`src/rtl/fir_mdc_package.sv`:
```
// Shared types and defaults for the FIR MDC job scheduler.
// Holds the scheduler state encoding and the job descriptor layout.
package fir_mdc_package;

    localparam int unsigned AW_DEF  = 32;
    localparam int unsigned CW_DEF  = 16;
    localparam int unsigned IDW_DEF = 4;

    typedef enum logic [2:0] {
        SCHED_IDLE,
        SCHED_LAUNCH,
        SCHED_START,
        SCHED_RUN,
        SCHED_ABORT,
        SCHED_GAP
    } sched_state_t;

    typedef struct packed {
        logic [AW_DEF-1:0]  x_addr;
        logic [AW_DEF-1:0]  y_addr;
        logic [CW_DEF-1:0]  cnt_limit;
        logic [IDW_DEF-1:0] id;
    } job_desc_t;

endpackage

```
`src/rtl/fir_mdc_job_fifo.sv`:
```
// Job descriptor FIFO: DEPTH entries of DW bits, with occupancy level.
// Ports: push_i/data_i/ready_o in, pop_i/data_o out, level_o, sync clear_i.
module fir_mdc_job_fifo #(
    parameter int unsigned DEPTH = 4,
    parameter int unsigned DW    = 84
) (
    input  logic                     clk_i,
    input  logic                     rst_ni,
    input  logic                     clear_i,
    input  logic                     push_i,
    input  logic [DW-1:0]            data_i,
    output logic                     ready_o,
    input  logic                     pop_i,
    output logic [DW-1:0]            data_o,
    output logic [$clog2(DEPTH):0]   level_o
);

    localparam int unsigned PW = $clog2(DEPTH);
    localparam int unsigned LW = PW + 1;

    logic [DW-1:0] mem_q [DEPTH];
    logic [PW-1:0] wptr_q, wptr_d;
    logic [PW-1:0] rptr_q, rptr_d;
    logic [LW-1:0] level_q, level_d;
    logic          push, pop;

    // Ready comes from the registered level only, so a full FIFO
    // never accepts a push even in a pop cycle.
    assign ready_o = (level_q != LW'(DEPTH));
    assign push    = push_i & ready_o;
    assign pop     = pop_i & (level_q != '0);
    assign data_o  = mem_q[rptr_q];
    assign level_o = level_q;

    always_comb begin
        wptr_d  = wptr_q + PW'(push);
        rptr_d  = rptr_q + PW'(pop);
        level_d = level_q + LW'(push) - LW'(pop);
    end

    always_ff @(posedge clk_i or negedge rst_ni) begin
        if (!rst_ni) begin
            wptr_q  <= '0;
            rptr_q  <= '0;
            level_q <= '0;
        end else if (clear_i) begin
            wptr_q  <= '0;
            rptr_q  <= '0;
            level_q <= '0;
        end else begin
            wptr_q  <= wptr_d;
            rptr_q  <= rptr_d;
            level_q <= level_d;
        end
    end

    always_ff @(posedge clk_i) begin
        if (push && !clear_i) mem_q[wptr_q] <= data_i;
    end

endmodule

```
`src/rtl/fir_mdc_job_sched.sv`:
```
// Job scheduler in front of the FIR MDC HWPE: queues descriptors, launches
// them one by one, and aborts overrunning jobs through a watchdog.
// Ports: push_* descriptor input, job_* active job, job_start_o/job_done_i
// engine handshake, hwpe_clear_o abort flush, evt_* completion, busy/level.
module fir_mdc_job_sched
    import fir_mdc_package::*;
#(
    parameter int unsigned DEPTH = 4,
    parameter int unsigned AW    = AW_DEF,
    parameter int unsigned CW    = CW_DEF,
    parameter int unsigned IDW   = IDW_DEF,
    parameter int unsigned TMO_W = 20
) (
    input  logic                   clk_i,
    input  logic                   rst_ni,
    input  logic                   clear_i,
    input  logic                   push_valid_i,
    output logic                   push_ready_o,
    input  logic [AW-1:0]          push_x_addr_i,
    input  logic [AW-1:0]          push_y_addr_i,
    input  logic [CW-1:0]          push_cnt_limit_i,
    input  logic [IDW-1:0]         push_id_i,
    input  logic [TMO_W-1:0]       tmo_limit_i,
    output logic [AW-1:0]          job_x_addr_o,
    output logic [AW-1:0]          job_y_addr_o,
    output logic [CW-1:0]          job_cnt_limit_o,
    output logic                   job_start_o,
    input  logic                   job_done_i,
    output logic                   hwpe_clear_o,
    output logic                   evt_o,
    output logic [IDW-1:0]         evt_id_o,
    output logic                   evt_err_o,
    output logic                   busy_o,
    output logic [$clog2(DEPTH):0] level_o
);

    localparam int unsigned DW = 2 * AW + CW + IDW;

    sched_state_t     state_q;
    logic [DW-1:0]    push_data, head;
    logic [IDW-1:0]   job_id_q;
    logic [TMO_W-1:0] wdog_q, wdog_inc;
    logic             pop, tmo_hit;

    assign push_data = {push_x_addr_i, push_y_addr_i,
                        push_cnt_limit_i, push_id_i};
    assign pop       = (state_q == SCHED_LAUNCH);

    fir_mdc_job_fifo #(
        .DEPTH (DEPTH),
        .DW    (DW)
    ) u_fifo (
        .clk_i   (clk_i),
        .rst_ni  (rst_ni),
        .clear_i (clear_i),
        .push_i  (push_valid_i),
        .data_i  (push_data),
        .ready_o (push_ready_o),
        .pop_i   (pop),
        .data_o  (head),
        .level_o (level_o)
    );

    // The watchdog counts cycles since the start pulse and saturates.
    assign wdog_inc = (&wdog_q) ? wdog_q : wdog_q + TMO_W'(1);
    assign tmo_hit  = (tmo_limit_i != '0) &&
                      (wdog_q == tmo_limit_i - TMO_W'(1));
    assign busy_o   = (state_q != SCHED_IDLE) | (level_o != '0);

    always_ff @(posedge clk_i or negedge rst_ni) begin
        if (!rst_ni) begin
            state_q         <= SCHED_IDLE;
            job_x_addr_o    <= '0;
            job_y_addr_o    <= '0;
            job_cnt_limit_o <= '0;
            job_id_q        <= '0;
            wdog_q          <= '0;
            job_start_o     <= 1'b0;
            hwpe_clear_o    <= 1'b0;
            evt_o           <= 1'b0;
            evt_id_o        <= '0;
            evt_err_o       <= 1'b0;
        end else begin
            job_start_o  <= 1'b0;
            hwpe_clear_o <= 1'b0;
            evt_o        <= 1'b0;
            evt_id_o     <= '0;
            evt_err_o    <= 1'b0;
            if (clear_i) begin
                // Flush the engine only if it may be running a job.
                hwpe_clear_o    <= (state_q == SCHED_START) ||
                                   (state_q == SCHED_RUN);
                state_q         <= SCHED_IDLE;
                job_x_addr_o    <= '0;
                job_y_addr_o    <= '0;
                job_cnt_limit_o <= '0;
                job_id_q        <= '0;
                wdog_q          <= '0;
            end else begin
                unique case (state_q)
                    SCHED_IDLE: begin
                        if (level_o != '0) state_q <= SCHED_LAUNCH;
                    end
                    SCHED_LAUNCH: begin
                        job_x_addr_o    <= head[DW-1 -: AW];
                        job_y_addr_o    <= head[DW-AW-1 -: AW];
                        job_cnt_limit_o <= head[CW+IDW-1 -: CW];
                        job_id_q        <= head[IDW-1:0];
                        wdog_q          <= '0;
                        job_start_o     <= 1'b1;
                        state_q         <= SCHED_START;
                    end
                    SCHED_START: begin
                        wdog_q  <= wdog_inc;
                        state_q <= SCHED_RUN;
                    end
                    SCHED_RUN: begin
                        wdog_q <= wdog_inc;
                        // Done takes priority over a coinciding timeout.
                        if (job_done_i) begin
                            evt_o    <= 1'b1;
                            evt_id_o <= job_id_q;
                            state_q  <= SCHED_GAP;
                        end else if (tmo_hit) begin
                            hwpe_clear_o <= 1'b1;
                            state_q      <= SCHED_ABORT;
                        end
                    end
                    SCHED_ABORT: begin
                        evt_o     <= 1'b1;
                        evt_id_o  <= job_id_q;
                        evt_err_o <= 1'b1;
                        state_q   <= SCHED_GAP;
                    end
                    SCHED_GAP: begin
                        state_q <= SCHED_IDLE;
                    end
                    default: begin
                        state_q <= SCHED_IDLE;
                    end
                endcase
            end
        end
    end

endmodule

```
`config.mk`:
```
export PLATFORM = sky130hd
export DESIGN_NAME = fir_mdc_job_sched
export DESIGN_NICKNAME = d
export VERILOG_FILES = /design/src/rtl/fir_mdc_package.sv /design/src/rtl/fir_mdc_job_fifo.sv /design/src/rtl/fir_mdc_job_sched.sv
export SDC_FILE = /design/constraint.sdc
export NUM_CORES = 1
export LEC_CHECK = 0
export ABC_AREA = 1
export CAP_MARGIN = 10
export CORE_UTILIZATION = 40
export CTS_BUF_LIST = sky130_fd_sc_hd__clkbuf_8
export DETAILED_ROUTE_END_ITERATION = 8
export PLACE_DENSITY = 0.62
export SYNTH_ARGS = -nofsm -noshare
export SYNTH_HDL_FRONTEND = slang
export SYNTH_SLANG_ARGS = --single-unit
```
`constraint.sdc`:
```
create_clock -name clk_i -period 12.1 [get_ports clk_i]
set_input_delay 3.025 -clock clk_i [delete_from_list [all_inputs] [get_ports clk_i]]
set_output_delay 3.025 -clock clk_i [all_outputs]
set_load 0.05 [all_outputs]
```
### Yosys cells after proc, flatten, opt, wreduce, memory -nomap -nowiden

Memories as Yosys holds them, arrays and structs flattened.
Cells that the tools add are included.

| word-level totals | value |
|---|---|
| flip-flop bits (word level) | 122 |
| RAM bits | 336 |
| output and inout bits | 93 |
| word-level logic and storage cells | 82 |
| memories kept | 1 |

| cells by class | value |
|---|---|
| add/sub/neg operators | 6 |
| equality and inequality tests | 9 |
| muxes and demuxes | 35 |
| bitwise gates (word level) | 3 |
| reduce and logical (&&, ||, !) cells | 14 |

Memories:

| memory | words | bits a word | read ports | clocked after memory_dff | write ports | RTL line | RTL |
|---|---|---|---|---|---|---|---|
| u_fifo.mem_q | 4 | 84 | 1 | 0 | 1 | fir_mdc_job_fifo.sv:21 | `logic [DW-1:0] mem_q [DEPTH];` |

Operators with widths:

| cell | count |
|---|---|
| two-way mux 32 bit | 4 |
| two-way mux 20 bit | 2 |
| one-hot mux 20 bit (2 select lines) | 1 |
| two-way mux 16 bit | 2 |
| adder 20 x 1 -> 20 bit (second input constant) | 1 |
| equality test 20 bit | 1 |
| AND reduction 20 bit | 1 |
| nonzero test 20 bit | 1 |
| subtractor 20 x 1 -> 20 bit (second input constant) | 1 |
| two-way mux 4 bit | 4 |
| two-way mux 3 bit | 5 |
| one-hot mux 3 bit (5 select lines) | 1 |
| two-way mux 1 bit | 12 |
| inequality test 3 bit (second input constant) | 3 |
| nonzero test 3 bit | 3 |
| one-hot mux 4 bit (2 select lines) | 1 |
| equality test 3 x 2 -> 1 bit (second input constant) | 2 |
| adder 2 x 1 -> 2 bit | 2 |
| two-way mux 2 bit | 2 |
| inequality test 4 bit (second input constant) | 1 |
| AND reduction 2 bit | 2 |
| adder 3 x 1 -> 3 bit | 1 |
| equality test 3 x 1 -> 1 bit (second input constant) | 1 |
| equality test 3 bit (second input constant) | 1 |
| 10 further kinds | 12 |

### Longest topological paths before layout

Gate-level depths: netlist of the first run.

| depth | value |
|---|---|
| depth after elaboration | 7 |
| gate-level depth with buffers | 14 |
| mapped depth without buffers | 14 |

### Modules after synthesis

From an unflattened synthesis of the first run, not the netlist that was laid out.

| second synthesis, totals | value |
|---|---|
| cells, all modules | 1461 |
| area, all modules | 18310.1 µm² |

Modules (own cells, without submodules):

| module | instances | cells each | area an instance (µm²) | sequential area each (µm²) |
|---|---|---|---|---|
| fir_mdc_job_fifo | 1 | 860 | 12799.8 | 10264.8 |
| fir_mdc_job_sched | 1 | 601 | 5510.3 | 2877.8 |

### Least setup slack after synthesis of the first run

OpenSTA, ideal clock, no wires.

| path | value |
|---|---|
| kind | input-to-reg |
| from | input port clear_i |
| to | memory u_fifo.mem_q[0][0] (enable) |
| setup time | 0.630 ns |
| data arrival time | 9.222 ns |
| path slack | 2.249 ns |
| stages | 4 |
| buffers on the path | 1 |
| cells stage by stage | inv_1 clkbuf_1 nand2_1 nor3_1 |

| on the way | value |
|---|---|
| longest elaborated chain between the ends | 4 |

RTL lines:

| what | RTL line | RTL |
|---|---|---|
| from (decl) | fir_mdc_job_sched.sv:16 | `input logic clear_i,` |
| zero test 1 bit | fir_mdc_job_fifo.sv:58 | `if (push && !clear_i) mem_q[wptr_q] <= data_i;` |
| logical AND 1 bit | fir_mdc_job_fifo.sv:58 |  |
| two-way mux 1 bit | fir_mdc_job_fifo.sv:58 |  |
| two-way mux 1 bit (not written as such) | fir_mdc_job_fifo.sv:58 |  |
| to (decl) | fir_mdc_job_fifo.sv:21 |  |

No other way between the ends.

### Worst setup path after layout of the first run

| path | value |
|---|---|
| from | input port clear_i |
| to | register wdog_q[10] |

| on the way | value |
|---|---|
| longest elaborated chain between the ends | 2 |
| elaborated cells on any way between the ends | 4 |

RTL lines:

| what | RTL line | RTL |
|---|---|---|
| inequality test 3 bit (no source line) / nonzero test 3 bit (equally long branches) | -- |  |
| AND reduction 2 bit (no source line) | -- |  |
| to (signal assigned) | fir_mdc_job_sched.sv:114 | `wdog_q <= wdog_inc;` |
| to (signal assigned) | fir_mdc_job_sched.sv:118 | `wdog_q <= wdog_inc;` |
| to (decl) | fir_mdc_job_sched.sv:42 | `logic [TMO_W-1:0] wdog_q, wdog_inc;` |

Several ways; a longest one is shown, not always the timed one.
A chain may end at the register's enable or synchronous reset.

==> metrics.md, run 1 <==
| Metric | Value |
|---|---|
| Root buf cell | clkbuf_8 |
| Total GRT Usage | 19.33% |
| Reg clk slew, reported paths | around 0.06 ns |
| CTS resizes | 0 |
| Critical-path maximum fanout | 68 |
| Hold path endpoint | job_cnt_limit_o[11] |
| Tightest Pin Transition | approximately 1.1 ns |
| Final Slew Violations | 0 |
| CORE AREA | 44510 µm² |
| Worst Clk Skew | between 0.02 and 0.03 ns |
| Gr ovfl total | 0 |
| Maximum vdd drop | between 0.15 and 0.2 mV |
| Reg2Reg Depth | 12 |
| Vias | around 12000 |
| I/O pin count | approximately 200 |
| P_int | between 2 and 3 mW |
| Max-cap violations | 0 |
| Net Sw Power | about 1.6 mW |
| First-pass GRT wire length | about 69 mm |
| P&R area growth vs syn | 21.73% |
| Worst min path class | reg -> reg |
| Layout cells sized above 1 | roughly 9% |
| Pwr/cell area | around 210 nW/µm² |
| Nets@finish | 1772 |
| CTS Hold Bufs | 0 |
| Final setup vio count | 0 |
| Detail-routed net length per standard cell | 19.54 µm |
| Clock latency on the worst-skew pair | roughly 0.6 ns |
| R2R Setup Slk | 9.01 ns |
| RR Startpoint | state_q[2] |
| CTS buffer count | between 70 and 80 |
| Die height | between 200 and 250 µm |
| Logic pwr share | 28.3% |
| Clock sink count | 458 |
| Ys async rst share | 26.64% |
| Largest net degree at the start of global routing | 93 |
| GP Congestion | 0.8680 |
| Required time worst endpoint | 12.63 ns |
| Placement-stage worst setup slack | between 5 and 6 ns |
| RSZ-0062 raised after global routing | no |
| CP arrival | 6.63 ns |
| Pleak | ~8.3 nW |
| H-tree levels | 3 |
| Sequential share of the synthesized area | between 70% and 80% |
| CTS tree | built |
| Startpoint types | input pin |
| Post-synth EDFFs | 336 |
| Final ANT Viol Nets | 0 |
| Endpoint class of the critical path | flip-flop |
| Vias per cell | roughly 5.2 |
| Crit path time final | 6.104 ns |
| # diodes | 0 |
| Worst Hold Depth | 1 |
| Initial Util | approximately two fifths |
| PortBufs | about 200 |
| Post-synthesis register bit count | 458 |
| Synth unique cells | 40 |
| DR pass1 iterations | 5 |
| CP startpoint | clear_i |
| Total Wirelength | 45.05 mm |
| FF-to-FF End | wdog_q[10] |
| Fmax | approximately 160 MHz |
| Ys flop type | edfxtp_1 |
| Clk network pwr share | 27.2% |
| Num rows | slightly below 80 |
| Die Wd | approximately 220 µm |
| Die area | around 46000 µm² |
| Synthesized Nets | 1559 |
| HP Start | job_cnt_limit_o[11] |
| Crit share post-route | 50.45% |
| Vias in the first global route | ~12000 |
| Sequential power share | 44.5% |
| Longest Clk Path Bufs | 3 |
| Switching share of power | between 30% and 40% |
| Number of remaining DRC errors | 0 |
| FILL cells | about 4000 |
| Final HPWL DP | about 25 mm |
| Avg Cell Area, Syn | approximately 13 µm² |
| Setup Buffers After CTS | 0 |
| Ys Warns | 0 |
| Final Hold Viols | 0 |
| Setup ws final | 5.996 ns |
| Initial antenna violation count | 6 |
| Post-Synthesis Cell Area | about 18000 µm² |
| TNS Setup | 0 ns |
| Slew margin rel. | between 20% and 30% |
| Post-synthesis cell count | 1442 |
| Initial DRC count | approximately 830 |
| Status | finished, final reports clean |
| Crit path kind | in -> reg |
## area by class of cell
| type | instances | area [µm²] | area share (%) |
|---|---|---|---|
| clock buffers | 83 | 1142 | 5.155 |
| well taps | 592 | 740.7 | 3.342 |
| clock inverters | 51 | 237.7 | 1.073 |
| multi-input cells | 829 | 4476 | 20.20 |
| inverters | 78 | 296.5 | 1.338 |
| repair buffers | 215 | 2118 | 9.558 |
| flip-flops and latches | 458 | 13150 | 59.34 |
## flip-flops by register name, indices dropped and copies added (netlist names)
| signal | flops |
|---|---|
| u_fifo.mem_q | 336 |
| job_x_addr_o | 32 |
| job_y_addr_o | 32 |
| wdog_q | 20 |
| job_cnt_limit_o | 16 |
| evt_id_o | 4 |
| job_id_q | 4 |
| state_q | 3 |
| u_fifo.level_o | 3 |
| u_fifo.rptr_q | 2 |
| u_fifo.wptr_q | 2 |
| evt_err_o | 1 |
| evt_o | 1 |
| hwpe_clear_o | 1 |
| job_start_o | 1 |
## worst max-delay path by stage
stage / to
final: wdog_q[10]
after global routing: wdog_q[10]
after CTS: wdog_q[10]
after detailed placement: wdog_q[10]
after global placement: wdog_q[10]
after floorplan: u_fifo.mem_q[0][0]
## worst max-delay path, cell delays in order
cell             delay (ns)
clkdlybuf4s50_1        0.90
inv_1                  0.40
nand2_4                0.21
clkinv_2               0.37
buf_4                  0.57
nand2_2                0.16
nand2_2                0.19
inv_2                  0.25
nand2_1                0.15
o21ai_0                0.18
nand2_1                0.08
nor2_1                 0.11
## per-stage QoR
step | utilization [%] | power, mW | cells | hold WS (ns) | instance area (µm²)
finish | 49.79 | 4.550 | 2306 | 0.5062 | 22160
global route | 49.79 | 4.776 | 2306 | 0.5216 | 22160
CTS | 49.79 | 4.604 | 2306 | 0.5092 | 22160
detailed placement | 46.69 | 3.351 | 2172 | 0.4908 | 20780
global placement | 46.69 | 3.335 | 2172 | 0.4838 | 20780
floorplan | - | 2.884 | 1442 | 0.4572 | 18210
## metal layers
metal	up-vias	routed length, µm	global-route usage (%)
met5	-	74	0
met4	10	953	5.981
met3	75	2942	5.039
met2	333	21300	31.57
met1	5919	19780	25.22
li1	5653	-	-
## synthesized netlist by cell type (7+ instances only)
cell	n	area share, %
a21oi_1	10	0.27
a22o_1	80	3.8
buf_2	19	0.52
clkbuf_1	56	1.2
dfrtp_1	122	17
edfxtp_1	336	55
ha_1	7	0.48
inv_1	72	1.5
nand2_1	102	2.1
nand3_1	27	0.74
nand4_1	12	0.41
nor2_1	231	4.8
nor3_1	16	0.44
o21ai_0	194	5.3
o22ai_1	84	2.9
xnor2_1	10	0.48
xor2_1	16	0.77
## logic make-up after synthesis
group | count (synthesis) | synth area share, %
buffers and inverters | 155 | 3.375
and+or+nand+nor | 418 | 9.897
AOI/OAI and AO/OA | 377 | 12.69
adders and majority gates | 8 | 0.5910
xor gates and xnor gates | 26 | 1.251
DFF | 458 | 72.19
## power groups by stage
stage	sequential (mW)	clock, mW	combinational, mW
after global placement	2.06	0	1.28
after CTS	2.03	1.28	1.30
after floorplan	2.32	0	0.566
final	2.03	1.24	1.29
after global routing	2.05	1.34	1.39
after detailed placement	2.05	0	1.30
## cells in the final DEF (no fill, tap or decap), types with 3 or more instances in the layout
master and instances:
o22ai_1 84, buf_4 14, nand2_1 102, nor3_1 12, xnor2_1 10, inv_1 99, clkdlybuf4s50_1 200, edfxtp_1 336
inv_2 6, clkinvlp_4 3, a22o_1 80, nor2_4 5, nand2_4 3, nand4_1 12, a21oi_1 10, nor3_2 5
ha_1 7, nand2_2 6, o21ai_1 3, o21ai_0 194, clkbuf_8 83, clkinv_1 11, nor2_2 6, nor2_1 230
dfrtp_1 120, clkinv_2 8, nand3_1 27, xor2_1 16
No activity file was read; power rests on OpenSTA's default activity.
==> run 2: changes to the inputs <==
PLACE_DENSITY = 0.64   (was 0.62)
clock period = 5.4 ns   (was 12.1 ns; I/O delays follow)
==> metrics.md, run 2 (synthesized netlist as in run 1, its figures left out) <==
| Metric | Value |
|---|---|
| Critical Path Max Stage Delay | 0.74 ns (was 0.90 ns) |
| Maximum vdd drop | 0.2892 mV (was 0.1503 mV) |
| Longest Clk Path Bufs | 3 (unchanged) |
| Final HPWL DP | 26.34 mm (was 25.42 mm) |
| Placement-stage worst setup slack | 1.350 ns (was 5.370 ns) |
| Number of remaining DRC errors | 0 (unchanged) |
| RSZ-0062 raised after global routing | no (unchanged) |
| Max-cap violations | 0 (unchanged) |
| Reg clk slew, reported paths | 0.06 ns (about the same) |
| Final ANT Viol Nets | 0 (unchanged) |
| Crit share post-route | between 60% and 70% |
| Final Core Density | 50.46% (was 49.79%) |
| FF-to-FF End | job_y_addr_o[12] (was wdog_q[10]) |
| Initial Util | 40.90% (unchanged) |
| Initial antenna violation count | 6 (unchanged) |
| Final Slew Violations | 0 (unchanged) |
| First-pass GRT wire length | 69.41 mm (was 69.01 mm) |
| CTS Hold Bufs | 0 (unchanged) |
| Startpoint types | flip-flop (was input pin) |
| Critical-path maximum fanout | 4 (was 68) |
| Pleak | 8.421 nW (was 8.287 nW) |
| Biggest register | u_fifo.mem_q (unchanged) |
| Worst Hold Depth | 2 (was 1) |
| Worst Clk Skew | 0.02795 ns (was 0.02831 ns) |
| Die Wd | 215.3 µm (unchanged) |
| CTS tree | built (unchanged) |
| Final Power | 10.47 mW (was 4.550 mW) |
| Setup Buffers After CTS | 0 (unchanged) |
| Max reg flops | 336 (unchanged) |
| H-tree levels | 3 (unchanged) |
| Largest regs | u_fifo.mem_q (336), job_x_addr_o (32), job_y_addr_o (32) (unchanged) |
| Die height | 215.3 µm (unchanged) |
| CP arrival | 2.41 ns (was 6.63 ns) |
| Crit path time final | ~3.8 ns |
| Vias in the first global route | 12210 (was 11970) |
| Vias per cell | 5.217 (was 5.199) |
| Most common cell after layout, fill and taps aside | edfxtp_1 (unchanged) |
| GP Congestion | 0.8395 (was 0.8680) |
| Slew margin rel. | 29.09% (was 27.15%) |
| Clock latency on the worst-skew pair | 0.63 ns (was 0.60 ns) |
| CTS buffer count | 76 (was 73) |
| Status | finished, final reports clean (unchanged) |
| Pwr/cell area | 466.3 nW/µm² (was 205.3 nW/µm²) |
| Required time worst endpoint | 4.05 ns (was 12.63 ns) |
| Final setup vio count | 0 (unchanged) |
| Crit path cell chain | or2_2 > nor2_1 > nand3_1 > clkdlybuf4s50_1 (was clkdlybuf4s50_1 > inv_1 > nand2_4 > clkinv_2 > buf_4 > nand2_2 > nand2_2 > inv_2 > nand2_1 > o21ai_0 > nand2_1 > nor2_1) |
| P&R area growth vs syn | 23.37% (was 21.73%) |
| PortBufs | 201 (unchanged) |
| CORE AREA | 44510 µm² (unchanged) |
| Hold slack | 0.4901 ns (was 0.5062 ns) |
| Critical Path Slowest Stage Cell | clkdlybuf4s50_1 (unchanged) |
| Worst path buffer plus inverter count | 1 (was 5) |
| Num rows | 77 (unchanged) |
| Kind of cell adding the most delay to the critical path | buffers and inverters (unchanged) |
| Worst min path class | reg -> reg (unchanged) |
| DR pass1 iterations | 5 (unchanged) |
| R2R Setup Slk | 2.22 ns (was 9.01 ns) |
| HP Start | job_id_q[3] (was job_cnt_limit_o[11]) |
| Tightest Pin Transition | 1.064 ns (was 1.093 ns) |
| Fin area | 22460 µm² (was 22160 µm²) |
| Die area | 46370 µm² (unchanged) |
| Clock sink count | 458 (unchanged) |
| Fmax | roughly 270 MHz |
| Gr ovfl total | 0 (unchanged) |
| Root buf cell | clkbuf_8 (unchanged) |
| Largest net degree at the start of global routing | 93 (unchanged) |
| Final Hold Viols | 0 (unchanged) |
| Hold path endpoint | evt_id_o[3] (was job_cnt_limit_o[11]) |
| Reg2Reg Depth | 5 (was 12) |
| Layout cells sized above 1 | 9.849% (was 8.751%) |
| Endpoint class of the critical path | primary output (was flip-flop) |
| I/O pin count | 202 (unchanged) |
| Worst path depth | 4 (was 12) |
| Total GRT Usage | 19.50% (was 19.33%) |
| Initial DRC count | 687 (was 825) |
| RR Startpoint | u_fifo.rptr_q[0] (was state_q[2]) |
| Detail-routed net length per standard cell | 19.43 µm (was 19.54 µm) |
| Nets@finish | 1779 (was 1772) |
| Setup ws final | 1.643 ns (was 5.996 ns) |
| Dpl cell area | 20900 µm² (was 20780 µm²) |
| Crit path kind | reg -> out (was in -> reg) |
| Vias | 12100 (was 11990) |
| Total Wirelength | 45.05 mm (unchanged) |
| Most frequent cells in the layout | 336 x edfxtp_1, 230 x nor2_1, 200 x clkdlybuf4s50_1, 194 x o21ai_0, 120 x dfrtp_1 (unchanged) |
| CTS resizes | 0 (unchanged) |
## run 2: cell count changes in the layout (fill, tap and decap cells not counted)
cell,previous run,this run
clkbuf_8,83,95
nor3_4,1,5
buf_4,14,13
clkinv_1,11,5
buf_12,0,5
inv_8,0,1
dfrtp_4,2,1
clkinv_8,0,1
nor3_2,5,1
inv_1,99,97
dfrtp_2,0,1
inv_6,0,2
diode_2,0,1
## run 2: where the power goes
| group | internal, mW | leakage (nW) | switching [mW] |
|---|---|---|---|
| logic | 0.932 | 2.81 | 1.99 |
| clock network | 1.65 | 0.899 | 1.37 |
| registers | 4.20 | 4.71 | 0.328 |
| total | 6.78 | 8.42 | 3.69 |
## run 2: worst register-to-register path, stage by stage (launching register included)
cell     delay (ns)
dfrtp_4        0.83
inv_4          0.85
buf_4          0.77
o21ai_0        0.23
o22ai_1        0.25
a22o_1         0.18
## run 2: worst max path at each step
stage                       from                  to
3_3_place_gp             clear_i           wdog_q[6]
2_1_floorplan            clear_i  u_fifo.mem_q[0][0]
3_5_place_dp             clear_i           wdog_q[2]
5_1_grt        u_fifo.level_o[1]              busy_o
6_report       u_fifo.level_o[1]              busy_o
4_1_cts        u_fifo.level_o[1]              busy_o
## run 2: area by class of cell
cell class	count	area (µm²)
antenna	1	2.502
clock buffer	95	1308
clock inverter	47	252.7
fill	3921	22050
inverter	78	296.5
multi-input combinational	829	4501
sequential	458	13150
tap	592	740.7
timing repair buffer	219	2211
## run 2: per-layer routing
layer,part of all wire (%),GRT usage [%],vias up
li1,-,-,5679
met1,44,25.50,5954
met2,47,31.42,366
met3,6.4,4.742,92
met4,2.4,7.400,8
met5,0.15,0,-
## run 2: through the flow
stage / std cells / TNS (ns)
2_1_floorplan: 1442 / -84.33
3_3_place_gp: 2176 / 0
3_5_place_dp: 2176 / 0
4_1_cts: 2318 / 0
5_1_grt: 2319 / 0
6_report: 2319 / 0
==> run 3: changes to the inputs <==
clock period = 3.3 ns   (was 5.4 ns; I/O delays follow)
==> metrics.md, run 3 (synthesized netlist as in run 1, its figures left out) <==
| Metric | Value |
|---|---|
| Crit share post-route | 85.62% |
| Die height | 215.3 µm (unchanged) |
| RSZ-0062 raised after global routing | no (unchanged) |
| Max-cap violations | 0 (unchanged) |
| H-tree levels | 3 (unchanged) |
| Clock sink count | 458 (unchanged) |
| Startpoint types | flip-flop (unchanged) |
| Crit path cell chain | or2_2 > nor2_1 > nand3_1 > dlymetal6s2s_1 (was or2_2 > nor2_1 > nand3_1 > clkdlybuf4s50_1) |
| Initial Util | 40.90% (unchanged) |
| Layout cells sized above 1 | 10.88% (was 9.849%) |
| PortBufs | 201 (unchanged) |
| Largest net degree at the start of global routing | 170 (was 93) |
| Final Hold Viols | 0 (unchanged) |
| CORE AREA | 44510 µm² (unchanged) |
| Tightest Pin Transition | 0.9321 ns (was 1.064 ns) |
| DR pass1 iterations | 5 (unchanged) |
| Status | finished, final reports clean (unchanged) |
| Pwr/cell area | 764.3 nW/µm² (was 466.3 nW/µm²) |
| CTS buffer count | 73 (was 76) |
| Critical Path Slowest Stage Cell | dfrtp_2 (was clkdlybuf4s50_1) |
| First-pass GRT wire length | 69.77 mm (was 69.41 mm) |
| Initial DRC count | 719 (was 687) |
| Die area | 46370 µm² (unchanged) |
| Max reg flops | 336 (unchanged) |
| Required time worst endpoint | 2.47 ns (was 4.05 ns) |
| Number of remaining DRC errors | 0 (unchanged) |
| Critical-path maximum fanout | 4 (unchanged) |
| Root buf cell | clkbuf_8 (unchanged) |
| CP arrival | 2.00 ns (was 2.41 ns) |
| I/O pin count | 202 (unchanged) |
| Biggest register | u_fifo.mem_q (unchanged) |
| Hold slack | 0.1499 ns (was 0.4901 ns) |
| Endpoint class of the critical path | primary output (unchanged) |
| Total GRT Usage | 19.65% (was 19.50%) |
| Crit path time final | between 2 and 3 ns |
| Most common cell after layout, fill and taps aside | edfxtp_1 (unchanged) |
| Pleak | 8.430 nW (was 8.421 nW) |
| GP Congestion | 0.8209 (was 0.8395) |
| Maximum vdd drop | 0.6447 mV (was 0.2892 mV) |
| Most frequent cells in the layout | 336 x edfxtp_1, 230 x nor2_1, 199 x clkdlybuf4s50_1, 194 x o21ai_0, 117 x dfrtp_1 (was 336 x edfxtp_1, 230 x nor2_1, 200 x clkdlybuf4s50_1, 194 x o21ai_0, 120 x dfrtp_1) |
| GR Util met1 | 24.68% (was 25.50%) |
| Vias | 11960 (was 12100) |
| GR peak layer | met2 (unchanged) |
| FILL cells | 3878 (was 3921) |
| Vias in the first global route | 12180 (was 12210) |
| Critical Path Max Stage Delay | 0.42 ns (was 0.74 ns) |
| Detail-routed net length per standard cell | 19.51 µm (was 19.43 µm) |
| Num rows | 77 (unchanged) |
| Final HPWL DP | 25.97 mm (was 26.34 mm) |
| Nets@finish | 1786 (was 1779) |
| Final setup vio count | 0 (unchanged) |
| Met2 GRT Util | 32.63% (was 31.42%) |
| Worst min path class | in -> async (was reg -> reg) |
| Fmax | approximately 350 MHz |
| Final Power | 17.32 mW (was 10.47 mW) |
| Total Wirelength | 45.29 mm (was 45.05 mm) |
| Gr ovfl total | 0 (unchanged) |
| Initial antenna violation count | 8 (was 6) |
| Met3 usage | 5.704% (was 4.742%) |
| Final Slew Violations | 0 (unchanged) |
| Clock latency on the worst-skew pair | 0.63 ns (about the same) |
| Longest Clk Path Bufs | 3 (unchanged) |
| Worst Clk Skew | 0.03424 ns (was 0.02795 ns) |
| Final ANT Viol Nets | 0 (unchanged) |
| Slew margin rel. | 37.86% (was 29.09%) |
| Die Wd | 215.3 µm (unchanged) |
| CTS Hold Bufs | 0 (unchanged) |
| Vias per cell | 5.152 (was 5.217) |
| Largest regs | u_fifo.mem_q (336), job_x_addr_o (32), job_y_addr_o (32) (unchanged) |
| Crit path kind | reg -> out (unchanged) |
| CTS tree | built (unchanged) |
| P&R area growth vs syn | 24.44% (was 23.37%) |
| Reg clk slew, reported paths | 0.06 ns (about the same) |
run 3: what timing repair did:
action,CTS,global route
setup buffers,0,0
setup endpoints to repair,0,1
gates resized for setup,0,1
run 3: layout make-up:
| type | instances | area (µm²) | share of cell area, % |
|---|---|---|---|
| antenna | 2 | 5.005 | 0.02209 |
| clock buffer | 88 | 1211 | 5.346 |
| clock inverter | 46 | 336.6 | 1.486 |
| inverter | 78 | 301.5 | 1.331 |
| multi-input combinational | 829 | 4532 | 20.00 |
| sequential | 458 | 13150 | 58.05 |
| tap | 592 | 740.7 | 3.270 |
| timing repair buffer | 229 | 2376 | 10.49 |
run 3: power by group:
group          leakage, nW  internal (mW)  switching (mW)
Sequential            4.70           6.88           0.325
Combinational         2.90           1.60            3.48
Clock                0.831           2.82            2.20
Total                 8.43           11.3            6.01
run 3: worst paths after layout:
| kind | start | to | slack [ns] | cells after the start |
|---|---|---|---|---|
| max | u_fifo.level_o[1] | busy_o | 0.47 | 4 |
| min | rst_ni | u_fifo.rptr_q[0] | 0.15 | 1 |
| max reg2reg | u_fifo.level_o[1] | u_fifo.level_o[2] | 0.97 | 9 |
| min reg2reg | job_id_q[1] | evt_id_o[1] | 0.49 | 2 |
| max in group asynchronous | rst_ni | job_y_addr_o[28] | 2.30 | 2 |
| min in group clk_i | job_id_q[1] | evt_id_o[1] | 0.49 | 2 |
run 3: critical path, delay by kind of cell, from the launching register on:
kind                   cells  cell delay [ns]
buffers and inverters      1             0.35
DFF                        1             0.42
and+or+nand+nor            3             0.60
run 3: through the flow:
step	setup TNS, ns	std cells	util [%]	area (µm²)	setup slack [ns]
after floorplan	-79.17	1442	-	18300	-0.2690
after global placement	0	2186	47.40	21100	0.3420
after detailed placement	0	2186	47.40	21100	0.2769
after CTS	0	2320	50.88	22650	0.008933
after global routing	0	2321	50.89	22650	0.3342
final	0	2322	50.90	22650	0.4744
run 3: layer usage:
layer	wire, µm	part of all wire (%)	up-vias
li1	-	-	5690
met1	19310	43	5877
met2	22200	49	315
met3	2970	6.6	69
met4	732	1.6	12
met5	74	0.16	-
